$ cat src/rtl/id_ex_stage_reg.sv
// ID/EX pipeline register: latches decoded control groups and operands,
// assembles two-word LDM, applies hazard stall/flush, counts bubbles.
module id_ex_stage_reg #(
    parameter int DATA_W  = 16,
    parameter int INSTR_W = 16,
    parameter int PC_W    = 16,
    parameter int CNT_W   = 16
) (
    input  logic               clk,
    input  logic               rst,
    input  logic               stall,
    input  logic               hz_flush,
    input  logic               cu_flush,
    input  logic [3:0]         mem_sig_in,
    input  logic [5:0]         ex_sig_in,
    input  logic [2:0]         wb_sig_in,
    input  logic [INSTR_W-1:0] instr_word,
    input  logic [DATA_W-1:0]  rs_data,
    input  logic [DATA_W-1:0]  rt_data,
    input  logic [2:0]         rd_addr,
    input  logic [PC_W-1:0]    pc_in,
    output logic [3:0]         mem_sig_out,
    output logic [5:0]         ex_sig_out,
    output logic [2:0]         wb_sig_out,
    output logic [INSTR_W-1:0] imm_out,
    output logic [DATA_W-1:0]  rs_out,
    output logic [DATA_W-1:0]  rt_out,
    output logic [2:0]         rd_out,
    output logic [PC_W-1:0]    pc_out,
    output logic               valid_out,
    output logic               imm_pending,
    output logic [CNT_W-1:0]   bubble_cnt
);

    typedef enum logic {S_NORMAL, S_IMM_WAIT} state_t;

    localparam logic [CNT_W-1:0] CNT_ONE = CNT_W'(1);

    state_t              r_state, w_state_nxt;
    logic [3:0]          r_mem, w_mem_nxt;
    logic [5:0]          r_ex, w_ex_nxt;
    logic [2:0]          r_wb, w_wb_nxt;
    logic [INSTR_W-1:0]  r_imm, w_imm_nxt;
    logic [DATA_W-1:0]   r_rs, w_rs_nxt;
    logic [DATA_W-1:0]   r_rt, w_rt_nxt;
    logic [2:0]          r_rd, w_rd_nxt;
    logic [PC_W-1:0]     r_pc, w_pc_nxt;
    logic                r_valid, w_valid_nxt;
    logic [CNT_W-1:0]    r_cnt, w_cnt_nxt;

    logic [3:0]          r_h_mem, w_h_mem_nxt;
    logic [5:0]          r_h_ex, w_h_ex_nxt;
    logic [2:0]          r_h_wb, w_h_wb_nxt;
    logic [2:0]          r_h_rd, w_h_rd_nxt;
    logic [PC_W-1:0]     r_h_pc, w_h_pc_nxt;

    logic [2:0]          w_wb_san;
    logic                w_bubble;

    // WBsel is don't-care when regWrite is low; force it clean
    assign w_wb_san = wb_sig_in[2] ? wb_sig_in : 3'b000;

    always_comb begin
        w_state_nxt = r_state;
        w_mem_nxt   = r_mem;
        w_ex_nxt    = r_ex;
        w_wb_nxt    = r_wb;
        w_imm_nxt   = r_imm;
        w_rs_nxt    = r_rs;
        w_rt_nxt    = r_rt;
        w_rd_nxt    = r_rd;
        w_pc_nxt    = r_pc;
        w_valid_nxt = r_valid;
        w_cnt_nxt   = r_cnt;
        w_h_mem_nxt = r_h_mem;
        w_h_ex_nxt  = r_h_ex;
        w_h_wb_nxt  = r_h_wb;
        w_h_rd_nxt  = r_h_rd;
        w_h_pc_nxt  = r_h_pc;
        w_bubble    = 1'b0;

        if (hz_flush) begin
            w_bubble    = 1'b1;
            w_state_nxt = S_NORMAL;
            w_h_mem_nxt = '0;
            w_h_ex_nxt  = '0;
            w_h_wb_nxt  = '0;
            w_h_rd_nxt  = '0;
            w_h_pc_nxt  = '0;
        end else if (!stall) begin
            case (r_state)
                S_NORMAL: begin
                    if (cu_flush) begin
                        w_h_mem_nxt = mem_sig_in;
                        w_h_ex_nxt  = ex_sig_in;
                        w_h_wb_nxt  = w_wb_san;
                        w_h_rd_nxt  = rd_addr;
                        w_h_pc_nxt  = pc_in;
                        w_bubble    = 1'b1;
                        w_state_nxt = S_IMM_WAIT;
                    end else begin
                        w_mem_nxt   = mem_sig_in;
                        w_ex_nxt    = ex_sig_in;
                        w_wb_nxt    = w_wb_san;
                        w_imm_nxt   = '0;
                        w_rs_nxt    = rs_data;
                        w_rt_nxt    = rt_data;
                        w_rd_nxt    = rd_addr;
                        w_pc_nxt    = pc_in;
                        w_valid_nxt = 1'b1;
                    end
                end
                S_IMM_WAIT: begin
                    // current IF/ID word is the immediate, not an instruction
                    w_mem_nxt   = r_h_mem;
                    w_ex_nxt    = r_h_ex;
                    w_wb_nxt    = r_h_wb;
                    w_imm_nxt   = instr_word;
                    w_rs_nxt    = '0;
                    w_rt_nxt    = '0;
                    w_rd_nxt    = r_h_rd;
                    w_pc_nxt    = r_h_pc;
                    w_valid_nxt = 1'b1;
                    w_state_nxt = S_NORMAL;
                end
                default: w_state_nxt = S_NORMAL;
            endcase
        end

        if (w_bubble) begin
            w_mem_nxt   = '0;
            w_ex_nxt    = '0;
            w_wb_nxt    = '0;
            w_imm_nxt   = '0;
            w_rs_nxt    = '0;
            w_rt_nxt    = '0;
            w_rd_nxt    = '0;
            w_pc_nxt    = '0;
            w_valid_nxt = 1'b0;
            if (r_cnt != '1) w_cnt_nxt = r_cnt + CNT_ONE;
        end
    end

    always_ff @(posedge clk) begin
        if (rst) begin
            r_state <= S_NORMAL;
            r_mem   <= '0;
            r_ex    <= '0;
            r_wb    <= '0;
            r_imm   <= '0;
            r_rs    <= '0;
            r_rt    <= '0;
            r_rd    <= '0;
            r_pc    <= '0;
            r_valid <= 1'b0;
            r_cnt   <= '0;
            r_h_mem <= '0;
            r_h_ex  <= '0;
            r_h_wb  <= '0;
            r_h_rd  <= '0;
            r_h_pc  <= '0;
        end else begin
            r_state <= w_state_nxt;
            r_mem   <= w_mem_nxt;
            r_ex    <= w_ex_nxt;
            r_wb    <= w_wb_nxt;
            r_imm   <= w_imm_nxt;
            r_rs    <= w_rs_nxt;
            r_rt    <= w_rt_nxt;
            r_rd    <= w_rd_nxt;
            r_pc    <= w_pc_nxt;
            r_valid <= w_valid_nxt;
            r_cnt   <= w_cnt_nxt;
            r_h_mem <= w_h_mem_nxt;
            r_h_ex  <= w_h_ex_nxt;
            r_h_wb  <= w_h_wb_nxt;
            r_h_rd  <= w_h_rd_nxt;
            r_h_pc  <= w_h_pc_nxt;
        end
    end

    assign mem_sig_out = r_mem;
    assign ex_sig_out  = r_ex;
    assign wb_sig_out  = r_wb;
    assign imm_out     = r_imm;
    assign rs_out      = r_rs;
    assign rt_out      = r_rt;
    assign rd_out      = r_rd;
    assign pc_out      = r_pc;
    assign valid_out   = r_valid;
    assign imm_pending = (r_state == S_IMM_WAIT);
    assign bubble_cnt  = r_cnt;

endmodule

$ cat config.mk
export PLATFORM = sky130hd
export DESIGN_NAME = id_ex_stage_reg
export DESIGN_NICKNAME = d
export VERILOG_FILES = /design/src/rtl/id_ex_stage_reg.sv
export SDC_FILE = /design/constraint.sdc
export NUM_CORES = 1
export LEC_CHECK = 0
export ABC_AREA = 0
export BUFFER_PORTS_ARGS = -buffer_cell sky130_fd_sc_hd__buf_2
export CAP_MARGIN = 10
export CORE_MARGIN = 5
export CORE_UTILIZATION = 54
export CTS_CLUSTER_DIAMETER = 100
export DETAILED_ROUTE_END_ITERATION = 8
export PLACE_DENSITY = 0.86
export SLEW_MARGIN = 25
export SYNTH_ARGS = -nofsm -noshare
export SYNTH_HDL_FRONTEND = slang
export SYNTH_SLANG_ARGS = --single-unit
export TNS_END_PERCENT = 100
$ cat constraint.sdc
create_clock -name clk -period 4.5 [get_ports clk]
set_input_delay 0.45 -clock clk [delete_from_list [all_inputs] [get_ports clk]]
set_output_delay 0.45 -clock clk [all_outputs]
set_load 0.02 [all_outputs]
==> run_results.csv, run 1 <==
group,metric,value,unit
critical_path,cp-start-kind,"flop",
global_route,grt_max_degree,96,
global_route,gr-total-overflow,0,
cells_and_area,drive_above_1_share,29.72,%
pwr,powerDensity,405.0,nW/um^2
placed_design,hpwl,9.496,mm
pwr,peakVddDrop,0.2298,mV
cells_and_area,design_area,6809,um^2
sta,setup_tns,0,ns
critical_path,critPathSlowestCell,"buf_4",
sta,timing.final.hold_violations,0,
cts,clock_latency,0.51,ns
critical_path,reg2reg_depth,5,
sta,fmax,423.0,MHz
floorplan,rows,35,
placed_design,dpl-instance-area,6181,um^2
floorplan,io_pins,183,
yosys,ys_async_sr_fraction,0,%
cts,cts_tree,"yes",
sta,tightest_slew,0.9622,ns
yosys,yosysMostFrequentCell,"dfxtp_1",
yosys,synth_fp_nets,700,
cells_and_area,multi_input_area,2414,um^2
critical_path,worstSetupPathDepth,2,
yosys,ys_seq_elements,130,
sta,setup-violations-final,0,
yosys,syn_area_per_cell,8.491,um^2
critical_path,crit_buf_inv,2,
cts,cts_buffer_depth,2,
critical_path,cp-startpoint,"imm_pending",
global_route,grt_usage,23.24,%
yosys,synth_largest_type_area_fraction,49.92,%
cts,post_cts_resized,0,
yosys,synthTopCellsByArea,"dfxtp_1 50%, a21oi_1 8.7%, nand2_1 8.4%",
floorplan,die-area,11720,um^2
floorplan,chipWidth,108.3,um
yosys,ys_seq_area_share,49.92,%
cts,postCtsSetupRepairBufs,0,
cells_and_area,regArea,2606,um^2
critical_path,slowest_delay,0.73,ns
global_route,antenna_found_initial,0,
critical_path,cp_max_fo,87,
critical_path,crit_required,4.05,ns
yosys,synth_edf_count,0,
sta,finalMaxSlewViolations,0,
flow_run,maxCapViolCount,0,
sta,min_period_over_period,52.54,%
worst_hold_path,hp-class,"input pin to flop",
cts,cts_hold_buf,0,
cells_and_area,diodes,0,
placed_design,place_congestion,0.7972,
sta,fin_crit,2.364,ns
drt,drt-pass1-iter-count,5,
critical_path,endpoint,"imm_pending",
drt,ant_nets,0,
floorplan,coreArea,9328,um^2
cts,cts_root_buf,"clkbuf_8",
critical_path,critical_path_class,"flop to primary output",
pwr,power_leakage,2.714,nW
floorplan,die_h,108.3,um
yosys,synth_flop_cell,"dfxtp_1",
yosys,yosysTopAreaCell,"dfxtp_1",
drt,drt-wirelength-per-cell,15.04,um
drt,drc_errors,0,
drt,via_per_inst,5.377,
yosys,ys_top_cells_by_count,"130 x dfxtp_1, 117 x nand2_1, 91 x a21oi_1",
cts,cts.reportedPaths.clkPinSlew,0.06,ns
cells_and_area,instances_no_fill,913,
critical_path,r2r_setup_slack,2.19,ns
critical_path,cp_top_family,"buffers and inverters",
global_route,grt_pass1_wl,21.92,mm
yosys,synthesis.area,5214,um^2
cts,cts_buffers,17,
drt,route.vias.total,4909,
run_status,status,"finished clean",
placed_design,io_buffers,182,
sta,skew,0.01211,ns
drt,wl,13.73,mm
cells_and_area,syn_to_final_growth,30.60,%
critical_path,cp-end-kind,"primary output",
sta,rsz0062_at_grt,"no",
drt,drt-initial-drc-count,309,
yosys,synth_cell_types,34,
floorplan,initial_utilization,55.90,%
global_route,grt_pass1_vias,4624,
worst_hold_path,worstHoldPathCells,3,
critical_path,crit_chain,"buf_4, buf_2",
cells_and_area,nets,857,
critical_path,cp.arrival,1.91,ns
sta,maxSlewHeadroom,35.85,%
critical_path,timing.rr.start,"imm_pending",
cts,clock-sinks,130,
cells_and_area,fillers,704,
yosys,ys_warn_count,0,
cts,htreeDepth,4,
yosys,postSynthCellCount,614,
critical_path,r2r-end,"ex_sig_out[5]",
placed_design,dp.cells,880,
-- worst min-delay path by stage --
| stage | slack [ns] | startpoint | end |
|---|---|---|---|
| detailed placement | 0.44 | rs_out[8] | rs_out[8] |
| finish | 0.18 | pc_in[4] | r_h_pc[4] |
| CTS | 0.17 | ex_sig_in[0] | r_h_ex[0] |
| global placement | 0.44 | rs_out[2] | rs_out[2] |
| global route | 0.18 | pc_in[1] | r_h_pc[1] |
| floorplan | 0.44 | r_h_ex[0] | r_h_ex[0] |
-- report_power, final --
group / switching (mW) / internal (mW)
Sequential: 0.0108 / 1.17
Clock: 0.517 / 0.867
Combinational: 0.121 / 0.0741
-- metal layers --
layer	share of wire (%)	GRT usage, %
met2	50	40.50
met5	0	0
met1	41	28.24
met3	7.3	6.090
met4	1.0	6.763
-- layout by cell type, fill, tap and decap left out, drive strengths merged --
master    netlist  routed
buf            14     190
a21oi          91      91
clkbuf         38      18
nand4           2       2
o21a            1       1
dfxtp         130     130
nor4b           2       2
nand2         117     117
nor3            3       3
and3            1       1
clkinv          0       4
ha              1       1
or3             5       5
clkinvlp        0       1
nor3b           1       1
mux2            5       5
nand3          24      24
mux2i          30      30
nor2           45      45
o31ai           8       8
bufinv          0       3
nor4            5       5
o21ai           3       3
o31a            1       1
a211oi         32      32
or4             7       7
nor2b           4       4
nand3b         32      32
o2111ai         1       1
or2             2       2
and4            2       2
inv             6      12
or3b            1       1
-- worst register-to-register path, delay by kind of cell, from the launching register on --
kind / cells / cell delay [ns]
simple gates: 1 / 0.08
compound gates: 2 / 0.76
buf+inv: 2 / 1.04
flops: 1 / 0.36
-- metrics by stage --
stage	hold slack (ns)	total power, mW	setup WS (ns)	util [%]
detailed placement	0.4408	1.396	1.627	66.26
global route	0.1816	2.856	1.905	73.00
floorplan	0.4360	1.317	2.576	-
finish	0.1845	2.758	2.136	73.00
CTS	0.1687	2.773	1.912	72.72
global placement	0.4353	1.388	1.752	65.97
-- logic make-up after synthesis --
logic type / count (synthesis) / share of synthesized area (%)
compound gates: 137 / 15.26
fa+ha+maj: 1 / 0.2399
buf+inv: 58 / 4.392
flops: 130 / 49.92
mux: 35 / 6.839
simple gates: 253 / 23.35
-- cell type report --
| cell class | instances | area share [%] |
|---|---|---|
| clock buffers | 18 | 6.284 |
| clock inverters | 14 | 2.554 |
| inverters | 6 | 0.3308 |
| multi-input cells | 426 | 35.45 |
| flip-flops and latches | 130 | 38.28 |
| well taps | 129 | 2.370 |
| repair buffers | 190 | 14.74 |
-- sequential cells by signal, summed over array words and instances (netlist names), 6 cells and up --
name        flops
rs_out         16
bubble_cnt     16
r_h_ex          6
ex_sig_out      6
pc_out         16
imm_out        16
rt_out         16
r_h_pc         16
Note: power is estimated with default switching activity, not from simulation.
==> run 2: changes to the inputs <==
--- a/config.mk
+++ b/config.mk
@@ -9,10 +9,10 @@
 export BUFFER_PORTS_ARGS = -buffer_cell sky130_fd_sc_hd__buf_2
 export CAP_MARGIN = 10
 export CORE_MARGIN = 5
-export CORE_UTILIZATION = 54
+export CORE_UTILIZATION = 50
 export CTS_CLUSTER_DIAMETER = 100
 export DETAILED_ROUTE_END_ITERATION = 8
-export PLACE_DENSITY = 0.86
+export PLACE_DENSITY = 0.8
 export SLEW_MARGIN = 25
 export SYNTH_ARGS = -nofsm -noshare
 export SYNTH_HDL_FRONTEND = slang
==> constraint.sdc (replaced) <==
create_clock -name clk -period 2.32 [get_ports clk]
set_input_delay 0.232 -clock clk [delete_from_list [all_inputs] [get_ports clk]]
set_output_delay 0.232 -clock clk [all_outputs]
set_load 0.02 [all_outputs]
==> run_results.csv, run 2 (same netlist as run 1, synthesis figures left out) <==
group,metric,value,unit
floorplan,die-area,12570,um^2
sta,skew,0.004751,ns
placed_design,dpl-instance-area,6240,um^2
drt,wl,16.41,mm
cells_and_area,layout_common_cells,"182 x buf_2, 129 x dfxtp_1, 117 x nand2_1, 91 x a21oi_1, 81 x dlygate4sd3_1",
critical_path,cp_top_family,"buffers and inverters",
cts,clock_latency,0.52,ns
floorplan,die_h,112.1,um
global_route,antenna_found_initial,1,
cts,postCtsSetupRepairBufs,0,
critical_path,cp-end-kind,"flop",
drt,drc_errors,0,
cts,cts_buffers,17,
cells_and_area,drive_above_1_share,27.13,%
worst_hold_path,hp-class,"input pin to flop",
drt,drt-wirelength-per-cell,16.29,um
critical_path,cp-start-kind,"flop",
critical_path,endpoint,"pc_out[8]",
floorplan,rows,37,
cells_and_area,fillers,687,
critical_path,critPathSlowestCell,"buf_4",
cells_and_area,design_area,7704,um^2
cells_and_area,nets,943,
sta,finalMaxSlewViolations,0,
sta,rsz0062_at_grt,"no",
cells_and_area,layout_commonest_cell,"buf_2",
sta,timing.final.hold_violations,0,
drt,ant_nets,0,
placed_design,hpwl,9.604,mm
critical_path,cp.arrival,2.47,ns
critical_path,critPathMostFrequentCell,"buf_4",
sta,setup-violations-final,0,
placed_design,place_congestion,0.9005,
floorplan,coreArea,10230,um^2
critical_path,worstSetupPathDepth,4,
flow_run,maxCapViolCount,0,
sta,fin_crit,2.072,ns
global_route,gr-total-overflow,0,
critical_path,slowest_delay,0.64,ns
global_route,grt_pass1_vias,5402,
drt,route.vias.total,5496,
global_route,grt_pass1_wl,26.45,mm
global_route,grt_usage,25.77,%
sta,maxSlewHeadroom,51.76,%
sta,min_period_over_period,89.32,%
pwr,powerDensity,739.6,nW/um^2
critical_path,cp_max_fo,69,
sta,setup_tns,0,ns
placed_design,io_buffers,182,
critical_path,r2r_setup_slack,0.25,ns
cts,post_cts_resized,0,
cts,cts.reportedPaths.clkPinSlew,0.06,ns
drt,drt-pass1-iter-count,5,
floorplan,initial_utilization,50.96,%
critical_path,r2r-end,"pc_out[8]",
cells_and_area,syn_to_final_growth,47.76,%
cts,cts_root_buf,"clkbuf_8",
critical_path,reg2reg_depth,4,
cts,cts_buffer_depth,2,
cts,htreeDepth,4,
critical_path,crit_chain,"buf_4, buf_4, mux2i_1, a211oi_1",
pwr,peakVddDrop,0.4346,mV
critical_path,crit_required,2.72,ns
run_status,status,"finished clean",
cts,clock-sinks,130,
drt,via_per_inst,5.458,
critical_path,critical_path_class,"flop to flop",
global_route,grt_max_degree,70,
floorplan,io_pins,183,
drt,drt-initial-drc-count,429,
pwr,power_leakage,3.085,nW
sta,tightest_slew,0.7235,ns
critical_path,crit_buf_inv,2,
cts,cts_tree,"yes",
worst_hold_path,min-delay-start,"rs_data[12]",
floorplan,chipWidth,112.1,um
sta,fmax,482.6,MHz
critical_path,timing.rr.start,"imm_pending",
critical_path,cp-startpoint,"imm_pending",
==> run 2: cell types whose count changed in the layout (fill, tap and decap cells not counted), moves of 2 or more <==
cell | before | now
dlygate4sd3_1 | 0 | 81
clkinv_2 | 3 | 1
buf_4 | 6 | 11
bufinv_16 | 3 | 5
inv_6 | 6 | 1
==> run 2: how the worst min path moves through the flow <==
stage / slack, ns / depth (start not counted) / end
after floorplan: 0.37 / 2 / r_h_ex[0]
after global placement: 0.43 / 2 / rs_out[5]
after detailed placement: 0.44 / 2 / imm_out[12]
after CTS: 0.001 / 3 / rs_out[12]
after global routing: 0.005 / 3 / rs_out[12]
final: 0.008 / 3 / rs_out[12]
==> run 2: layout make-up <==
cell class,instances,area [um^2],area share (%)
timing repair buffer,276,1844,23.94
multi-input combinational,426,2410,31.28
inverter,6,22.52,0.2924
tap,136,170.2,2.209
clock buffer,20,445.4,5.782
antenna,1,2.502,0.03248
clock inverter,12,202.7,2.631
sequential,130,2606,33.83
==> run 2: per-stage QoR <==
step	total power, mW	utilization (%)	worst slack [ns]	instances	hold WS, ns
floorplan	2.555	-	0.3960	614	0.3680
global placement	2.705	60.99	0.4266	893	0.4348
detailed placement	2.718	60.99	0.3343	893	0.4419
CTS	5.716	75.25	0.3577	1006	0.001239
global route	5.890	75.30	0.1756	1007	0.004793
finish	5.698	75.30	0.2477	1007	0.008024
==> run 2: metal layers <==
metal	vias up	share of wire, %	global-route usage, %
li1	2625	-	-
met5	-	0	0
met1	2585	40	29.76
met4	0	3.3	11.22
met2	230	51	44.54
met3	56	6.5	7.278
==> run 2: timing repair <==
item,CTS,global route
hold buffers,81,0
hold endpoints to repair,80,0
endpoints found under the setup margin,0,0
==> run 2: where the power goes <==
group / switching, mW / internal [mW] / total (mW)
logic: 0.269 / 0.234 / 0.503
registers: 0.0212 / 2.27 / 2.29
clock network: 0.991 / 1.92 / 2.91
==> run 2: worst min-delay path: cells and delay by family <==
kind,cells,cell delay [ns]
buffers and inverters,1,0.09
AO/OA/AOI/OAI,1,0.07
AND/OR/NAND/NOR,1,0.09
==> run 3: changes to the inputs <==
--- a/config.mk
+++ b/config.mk
@@ -12,6 +12,7 @@
 export CORE_UTILIZATION = 50
 export CTS_CLUSTER_DIAMETER = 100
 export DETAILED_ROUTE_END_ITERATION = 8
+export GPL_TIMING_DRIVEN = 0
 export PLACE_DENSITY = 0.8
 export SLEW_MARGIN = 25
 export SYNTH_ARGS = -nofsm -noshare
==> run_results.csv, run 3 (same netlist as run 1, synthesis figures left out) <==
group,metric,value,unit
run_status,status,"finished clean",
drt,route.vias.total,5579,
floorplan,die-area,12570,um^2
pwr,peakVddDrop,0.5457,mV
critical_path,cp.arrival,2.42,ns
cells_and_area,layout_commonest_cell,"buf_2",
global_route,grt_pass1_wl,27.56,mm
cells_and_area,finish.utilization,73.34,%
placed_design,dp.cells,932,
cells_and_area,diodes,0,
sta,finalMaxSlewViolations,0,
cts,cts_root_buf,"clkbuf_8",
placed_design,place_congestion,0.9123,
cts,clock_latency,0.50,ns
global_route,gr-total-overflow,0,
drt,ant_nets,0,
sta,timing.final.hold_violations,0,
drt,routed.top_layer,"met4",
cts,postCtsSetupRepairBufs,0,
global_route,grt_usage,26.37,%
drt,wl,16.87,mm
sta,rsz0062_at_grt,"no",
cells_and_area,nets,961,
floorplan,io_pins,183,
sta,fin_crit,2.054,ns
placed_design,io_buffers,182,
sta,tightest_slew,0.7339,ns
sta,fmax,486.9,MHz
cts,clock-sinks,130,
pwr,powerDensity,731.9,nW/um^2
cts,cts.reportedPaths.clkPinSlew,0.06,ns
drt,drc_errors,0,
critical_path,cp-start-kind,"flop",
critical_path,critical_path_class,"flop to flop",
drt,drt-wirelength-per-cell,16.47,um
flow_run,maxCapViolCount,0,
global_route,grt_pass1_vias,5642,
cells_and_area,layout_common_cells,"191 x buf_2, 130 x dfxtp_1, 117 x nand2_1, 91 x a21oi_1, 60 x dlygate4sd3_1",
sta,setup-violations-final,0,
sta,worst_slack,0.2661,ns
placed_design,place_ws,0.1463,ns
drt,drt-initial-drc-count,435,
global_route,grt_max_degree,17,
cells_and_area,drive_above_1_share,25.68,%
critical_path,cp-end-kind,"flop",
floorplan,rows,37,
cells_and_area,syn_to_final_growth,43.92,%
floorplan,initial_utilization,50.96,%
cells_and_area,instances_no_fill,1024,
cells_and_area,design_area,7503,um^2
floorplan,die_h,112.1,um
critical_path,crit_required,2.68,ns
global_route,antenna_found_initial,0,
cts,cts_tree,"yes",
sta,min_period_over_period,88.53,%
sta,setup_tns,0,ns
drt,drt-pass1-iter-count,5,
sta,skew,0.009114,ns
drt,met3WireLength,1.127,mm
critical_path,cp_max_fo,10,
cts,cts_buffer_depth,2,
cts,htreeDepth,4,
drt,met2_length,8.356,mm
pwr,power_leakage,3.003,nW
cts,cts_buffers,17,
drt,wl_met1,7.006,mm
floorplan,coreArea,10230,um^2
worst_hold_path,hp-class,"input pin to flop",
drt,via_per_inst,5.448,
placed_design,hpwl,11.64,mm
floorplan,chipWidth,112.1,um
sta,maxSlewHeadroom,51.07,%
placed_design,dpl-instance-area,6295,um^2
[run 3: worst max-delay path: stages (launching register included)]
cell and delay (ns):
dfxtp_1 0.30, buf_2 0.15, nor3b_4 0.37, or2_1 0.16
clkbuf_1 0.39, clkbuf_1 0.44, a211oi_1 0.10
[run 3: final cells by class]
cell class                      instances  area (um^2)
Multi-Input combinational cell        426         2382
Sequential cell                       130         2603
Clock inverter                         13        173.9
Fill cell                             752         2728
Buffer                                 52        209.0
Clock buffer                           19        431.7
Inverter                                6        22.52
Timing Repair Buffer                  242         1511
Tap cell                              136        170.2
[run 3: report_power, final]
group	switching (mW)	total, mW	internal, mW
registers	0.0214	2.29	2.27
logic	0.274	0.486	0.212
clock network	1.03	2.72	1.69
total	1.32	5.49	4.17
[run 3: timing repair]
action	in CTS	in global routing
hold buffers	58	2
resized for setup	0	4
endpoints found under the setup margin	0	2
hold endpoints to repair	58	2
[run 3: per-layer routing]
| metal | vias to the layer above | track usage [%] |
|---|---|---|
| li1 | 2665 | - |
| met2 | 252 | 45.25 |
| met1 | 2628 | 31.44 |
| met4 | 0 | 10.26 |
| met3 | 34 | 7.116 |
| met5 | - | 0 |
[run 3: worst paths after layout]
check | startpoint | endpoint | slack [ns] | cells after the start
setup / recovery | imm_pending | mem_sig_out[0] | 0.27 | 6
hold reg to reg | imm_out[3] | imm_out[3] | 0.45 | 2
hold / removal | instr_word[5] | imm_out[5] | 0.02 | 3
setup reg to reg | imm_pending | mem_sig_out[0] | 0.27 | 6
[run 3: through the flow]
| stage | hold slack, ns | total power [mW] |
|---|---|---|
| floorplan | 0.3680 | 2.555 |
| global placement | 0.4363 | 2.716 |
| detailed placement | 0.4457 | 2.730 |
| CTS | 0.00002531 | 5.496 |
| global route | 0.004322 | 5.685 |
| finish | 0.01660 | 5.492 |
